$ cat config.mk
export PLATFORM = sky130hd
export DESIGN_NAME = fetch_issue_ctrl
export DESIGN_NICKNAME = d
export VERILOG_FILES = /design/src/rtl/fetch_issue_ctrl.sv
export SDC_FILE = /design/constraint.sdc
export NUM_CORES = 1
export LEC_CHECK = 0
export CAP_MARGIN = 20
export CORE_MARGIN = 3
export CORE_UTILIZATION = 49
export CTS_BUF_LIST = sky130_fd_sc_hd__clkbuf_2
export CTS_CLUSTER_SIZE = 12
export DETAILED_ROUTE_END_ITERATION = 8
export GPL_ROUTABILITY_DRIVEN = 0
export PLACE_DENSITY = 0.83
export SLEW_MARGIN = 20
export SYNTH_ARGS = -nofsm -noshare
export SYNTH_HDL_FRONTEND = slang
export SYNTH_SLANG_ARGS = --single-unit
$ cat constraint.sdc
create_clock -name clock -period 2.5 [get_ports clock]
set_clock_uncertainty 0.1 [all_clocks]
set_input_delay 0.25 -clock clock [delete_from_list [all_inputs] [get_ports clock]]
set_output_delay 0.25 -clock clock [all_outputs]
set_load 0.02 [all_outputs]
$ cat src/rtl/fetch_issue_ctrl.sv
// -----------------------------------------------------------------------------
// fetch_issue_ctrl
//
// Fetch/issue front end. Owns the program counter, reads the combinational
// instruction memory and each cycle hands either the fetched instruction or a
// NOP bubble to decode. Read-after-write hazards against recently issued
// destination registers produce bubbles automatically. A brn holds fetch until
// EX resolves it.
//
// Ports
//   clock        rising-edge clock
//   reset_n      asynchronous active-low reset
//   start        pulse, IDLE -> RUN
//   stop         pulse, any state -> IDLE (highest priority)
//   imem_addr    instruction memory address (= pc)
//   imem_data    instruction at imem_addr, same cycle
//   br_resolve   EX resolved the outstanding brn (only seen in BR_WAIT)
//   br_taken     qualifies br_resolve
//   br_target    redirect pc when taken
//   instr_out    registered instruction to ID, 0 = bubble
//   instr_valid  registered, 1 when instr_out is a real issue
//   pc_out       registered pc of the issued instruction
//   stall_cnt    saturating count of bubbles issued in RUN/BR_WAIT
//   state        00 IDLE, 01 RUN, 10 BR_WAIT
// -----------------------------------------------------------------------------
module fetch_issue_ctrl #(
   parameter int SB_DEPTH = 4,
   parameter int CNT_W    = 16
) (
   input  logic             clock,
   input  logic             reset_n,
   input  logic             start,
   input  logic             stop,
   output logic [7:0]       imem_addr,
   input  logic [31:0]      imem_data,
   input  logic             br_resolve,
   input  logic             br_taken,
   input  logic [7:0]       br_target,
   output logic [31:0]      instr_out,
   output logic             instr_valid,
   output logic [7:0]       pc_out,
   output logic [CNT_W-1:0] stall_cnt,
   output logic [1:0]       state
);

   typedef enum logic [1:0] {
      ST_IDLE    = 2'b00,
      ST_RUN     = 2'b01,
      ST_BR_WAIT = 2'b10
   } state_e;

   localparam logic [3:0] OP_ADD  = 4'b0100;
   localparam logic [3:0] OP_INC  = 4'b0101;
   localparam logic [3:0] OP_SUB  = 4'b0111;
   localparam logic [3:0] OP_BRN  = 4'b1011;
   localparam logic [3:0] OP_LD   = 4'b1110;
   localparam logic [3:0] OP_SVPC = 4'b1111;

   // The write-back distance counts the issue cycle itself: an instruction
   // issued on edge t may have a dependent issued on edge t+SB_DEPTH. Between
   // those edges the producer must block for SB_DEPTH-1 fetch cycles, which is
   // exactly the number of registered slots needed (SB_DEPTH >= 2 assumed).
   localparam int SB_REGS = SB_DEPTH - 1;

   // ---------------------------------------------------------------------------
   // State
   // ---------------------------------------------------------------------------
   state_e                    state_q, state_d;
   logic [7:0]                pc_q, pc_d;
   logic [SB_REGS-1:0]        sb_v_q, sb_v_d;
   logic [SB_REGS-1:0][5:0]   sb_rd_q, sb_rd_d;
   logic [31:0]               instr_out_q, instr_out_d;
   logic                      instr_valid_q, instr_valid_d;
   logic [7:0]                pc_out_q, pc_out_d;
   logic [CNT_W-1:0]          stall_cnt_q, stall_cnt_d;

   // ---------------------------------------------------------------------------
   // Decode of the instruction currently presented by memory
   // ---------------------------------------------------------------------------
   logic [3:0] op;
   logic [5:0] rd, rs, rt;
   logic       reads_rs, reads_rt, writes_rd;
   logic       hazard;

   assign op = imem_data[31:28];
   assign rd = imem_data[27:22];
   assign rs = imem_data[21:16];
   assign rt = imem_data[15:10];

   always_comb begin
      reads_rs  = (op == OP_ADD) || (op == OP_INC) || (op == OP_SUB) ||
                  (op == OP_LD)  || (op == OP_BRN);
      reads_rt  = (op == OP_ADD) || (op == OP_SUB);
      writes_rd = (op == OP_ADD) || (op == OP_INC) || (op == OP_SUB) ||
                  (op == OP_LD)  || (op == OP_SVPC);
   end

   always_comb begin
      hazard = 1'b0;
      for (int i = 0; i < SB_REGS; i++) begin
         if (sb_v_q[i] && ((reads_rs && sb_rd_q[i] == rs) ||
                           (reads_rt && sb_rd_q[i] == rt)))
            hazard = 1'b1;
      end
   end

   // ---------------------------------------------------------------------------
   // Next state / issue
   // ---------------------------------------------------------------------------
   logic stall_inc;

   always_comb begin
      state_d       = state_q;
      pc_d          = pc_q;
      instr_out_d   = '0;
      instr_valid_d = 1'b0;
      pc_out_d      = pc_out_q;
      stall_inc     = 1'b0;

      // Scoreboard ages every cycle regardless of state.
      for (int i = SB_REGS - 1; i > 0; i--) begin
         sb_v_d[i]  = sb_v_q[i-1];
         sb_rd_d[i] = sb_rd_q[i-1];
      end
      sb_v_d[0]  = 1'b0;
      sb_rd_d[0] = rd;

      unique case (state_q)
         ST_IDLE: begin
            if (start)
               state_d = ST_RUN;
         end
         ST_RUN: begin
            if (hazard) begin
               stall_inc = 1'b1;
            end else begin
               instr_out_d   = imem_data;
               instr_valid_d = 1'b1;
               pc_out_d      = pc_q;
               pc_d          = pc_q + 8'd1;
               sb_v_d[0]     = writes_rd;
               if (op == OP_BRN)
                  state_d = ST_BR_WAIT;
            end
         end
         ST_BR_WAIT: begin
            stall_inc = 1'b1;
            if (br_resolve) begin
               if (br_taken)
                  pc_d = br_target;
               state_d = ST_RUN;
            end
         end
         default: state_d = ST_IDLE;
      endcase

      // stop overrides everything decided above; a pending branch is dropped.
      if (stop) begin
         state_d       = ST_IDLE;
         pc_d          = pc_q;
         sb_v_d        = '0;
         instr_out_d   = '0;
         instr_valid_d = 1'b0;
         pc_out_d      = pc_out_q;
         stall_inc     = 1'b0;
      end

      stall_cnt_d = stall_cnt_q;
      if (stall_inc && !(&stall_cnt_q))
         stall_cnt_d = stall_cnt_q + 1'b1;
   end

   // ---------------------------------------------------------------------------
   // Registers
   // ---------------------------------------------------------------------------
   always_ff @(posedge clock or negedge reset_n) begin
      if (!reset_n) begin
         state_q       <= ST_IDLE;
         pc_q          <= '0;
         sb_v_q        <= '0;
         sb_rd_q       <= '0;
         instr_out_q   <= '0;
         instr_valid_q <= 1'b0;
         pc_out_q      <= '0;
         stall_cnt_q   <= '0;
      end else begin
         state_q       <= state_d;
         pc_q          <= pc_d;
         sb_v_q        <= sb_v_d;
         sb_rd_q       <= sb_rd_d;
         instr_out_q   <= instr_out_d;
         instr_valid_q <= instr_valid_d;
         pc_out_q      <= pc_out_d;
         stall_cnt_q   <= stall_cnt_d;
      end
   end

   assign imem_addr   = pc_q;
   assign instr_out   = instr_out_q;
   assign instr_valid = instr_valid_q;
   assign pc_out      = pc_out_q;
   assign stall_cnt   = stall_cnt_q;
   assign state       = state_q;

endmodule

==> impl_metrics.json <==
{
  "status": "finished clean",
  "root_buffer": "clkbuf_2",
  "port_buffers": 112,
  "p_seq_share_pct": 44.2,
  "drt_wl_total_mm": 8.91,
  "placed_area_um2": 5240,
  "timing.final.crit_share_pct": 91.8,
  "crit_required_ns": 2.84,
  "drive_gt1_share_pct": 11.5,
  "crit_path_end_kind": "register",
  "ctsHtreeMaxLevel": 3,
  "synthFlopType": "dfrtp_1",
  "p_clk_share_pct": 17.8,
  "grt_max_degree": 41,
  "preCtsSetupSlack_ns": -0.261,
  "clock-sinks": 88,
  "grt-ovfl-total": 0,
  "comb_power_share_pct": 37.9,
  "hp-start": "imem_data[24]",
  "hold_viol": 0,
  "cap_violations": 0,
  "dieArea_um2": 8900,
  "vias": 2941,
  "p_int_uw": 2590,
  "io_pins": 113,
  "powerDensity_nw_per_um2": 735,
  "cts_tree": "yes",
  "peakVddDrop_mv": 0.322,
  "max_slew.worst_pin.slew_ns": 0.511,
  "rrSetupSlack_ns": 0.20,
  "first_global_vias": 3055,
  "final_cells": 570,
  "whs_path_depth": 1,
  "final_nets": 518,
  "cp_slowest_cell": "dfrtp_1",
  "r2r_end": "imem_addr[3]$_DFFE_PN0P_",
  "cts_buffers": 9,
  "setup_viol": 0,
  "fmaxAchievable_mhz": 436,
  "critical-path-max-stage-delay_ns": 0.47,
  "r2r_cells": 10,
  "ant_nets": 0,
  "drt_iter0_drc": 140,
  "diodes": 0,
  "place_hpwl_mm": 6.79,
  "insertion_delay_ns": 0.54,
  "rsz0062_at_grt": "false",
  "crit_fanout": 22,
  "crit_chain": "xnor2_1 -> nand4_1 -> nor2_1 -> o211ai_1 -> a21oi_4 -> buf_4 -> a211oi_4 -> buf_12 -> a31oi_1 -> o221ai_1",
  "place_inst": 551,
  "yosys_warnings": 0,
  "die_y_um": 94.4,
  "wl_per_cell_um": 15.6,
  "hold_slack_ns": 0.0618,
  "clockBufferDepth": 2,
  "grt_first_pass_wirelength_mm": 14.7,
  "syn_inst": 326,
  "synth_cell_type_count": 41,
  "netlist_area_um2": 3820,
  "clkTransAtPathRegs_ns": 0.25,
  "synth.avg_cell_area_um2": 11.7,
  "p_switching_uw": 1370,
  "async_reset_ff_share_pct": 100,
  "area_growth_pct": 40.9,
  "relSlewSlack_pct": 66.0,
  "setup_ws_ns": 0.204,
  "antenna_found_initial": 0,
  "ys_seq_area_share_pct": 57.6,
  "final_max_slew_viol_count": 0,
  "via_per_inst": 5.16,
  "p_leak_uw": 0.00235,
  "path_class": "register to register",
  "die_w_um": 94.4,
  "ys_ff_latch": 88,
  "hold_path_class": "primary input to register",
  "drc_errors": 0,
  "period_minus_slack_ns": 2.30,
  "start_kind": "register",
  "synth_nets": 378,
  "sw_frac_of_total_pct": 34.7,
  "rows": 31,
  "initial_core_util_pct": 51.6,
  "fin_area_um2": 5390,
  "synth_edf_count": 0,
  "firstDrtPassIters": 4,
  "grtUsageTotal_pct": 21.5,
  "crit_arrival_ns": 2.64,
  "r2r-start": "sb_rd_q[17]$_DFF_PN0_",
  "coreArea_um2": 7410,
  "worstHoldEndpoint": "sb_rd_d[8]$_DFF_PN0_"
}
[how the worst max path moves through the flow]
stage               slack, ns  cells after the start                   endpoint             startpoint
floorplan                0.50                      8      pc_out[0]$_DFFE_PN0P_  sb_rd_d[14]$_DFF_PN0_
CTS                      0.16                      9   stall_cnt[9]$_DFFE_PN0P_  sb_rd_d[15]$_DFF_PN0_
detailed placement      -0.26                     10   stall_cnt[9]$_DFFE_PN0P_          imem_data[29]
global placement        -0.15                     12  stall_cnt[13]$_DFFE_PN0P_          imem_data[18]
finish                   0.20                     10   imem_addr[3]$_DFFE_PN0P_  sb_rd_q[17]$_DFF_PN0_
global route             0.01                      9   stall_cnt[9]$_DFFE_PN0P_  sb_rd_d[12]$_DFF_PN0_
[cell families after synthesis]
| family | count (synthesis) | share of synthesized area, % |
|---|---|---|
| buf+inv | 25 | 2.81 |
| mux | 11 | 3.17 |
| flops | 88 | 57.6 |
| compound gates | 32 | 6.38 |
| fa+ha+maj | 6 | 1.96 |
| simple gates | 112 | 16.2 |
| xor+xnor | 52 | 11.9 |
[layout by cell type, fill, tap and decap left out, types with 11 or more instances in the layout]
cell type	n
clkdlybuf4s50_1	111
dfrtp_1	88
xnor2_1	39
and2_1	32
buf_4	22
nor2_1	18
inv_1	16
xor2_1	13
nand3_1	13
nand4_1	11
nand2_1	11
[state kept, by name, indices dropped and copies added (netlist names)]
name / flops
state: 2
sb_rd_d: 12
instr_valid: 1
sb_rd_q: 6
imem_addr: 8
stall_cnt: 16
pc_out: 8
instr_out: 32
sb_v_q: 3
[critical path: cells and delay by family (launching register included)]
kind | cells | cell delay (ns)
AO/OA/AOI/OAI | 5 | 0.95
flip-flops | 1 | 0.47
buffers and inverters | 2 | 0.36
AND/OR/NAND/NOR | 2 | 0.18
XOR/XNOR | 1 | 0.14
[synth_stat cells, types with 6 or more instances]
master	instances	area share (%)
nor3_1	8	1.0
nand2_1	11	1.1
xnor2_1	39	8.9
and2_1	32	5.2
o221ai_1	6	1.4
nand4_1	11	1.8
nor2_1	18	1.8
xor2_1	13	3.0
ha_1	6	2.0
mux2_2	7	2.1
nand3_1	13	1.7
dfrtp_1	88	58
inv_1	16	1.6
a31oi_1	7	1.1
[final cells by class]
type	count	area (µm²)
Inverter	16	60.1
Timing Repair Buffer	138	1360
Multi-Input combinational cell	213	1530
Sequential cell	88	2200
Tap cell	99	124
Clock buffer	9	45.0
Fill cell	522	2020
Clock inverter	7	71.3
[through the flow]
stage                     TNS [ns]  utilization (%)  power (µW)
final                            0             72.7        3960
after global routing             0             72.7        4200
after floorplan                  0                -        2580
after detailed placement     -9.94             70.7        3280
after CTS                        0             72.5        4000
after global placement       -4.00             70.7        3220
[routing by layer]
layer  GRT usage [%]  vias to the layer above  share of wire (%)
met5               0                        -                  0
li1                -                     1397                  -
met2            35.2                      124                 50
met3            4.54                       19                7.3
met4            10.6                        0                2.5
met1            27.2                     1401                 40
[timing repair]
action                                  in CTS  in global routing
gates resized for setup                      0                  1
endpoints found under the setup margin       0                  7
hold buffers                                 2                  0
endpoints found under the hold margin       83                  0
setup buffers                                0                  1
[power by group through the flow]
stage	clock [µW]	sequential [µW]	combinational, µW
6_report	707	1750	1500
5_1_grt	790	1780	1630
4_1_cts	741	1750	1510
3_5_place_dp	0	1780	1500
3_3_place_gp	0	1770	1440
2_1_floorplan	0	1980	601
(Power assumes the default switching activity.)
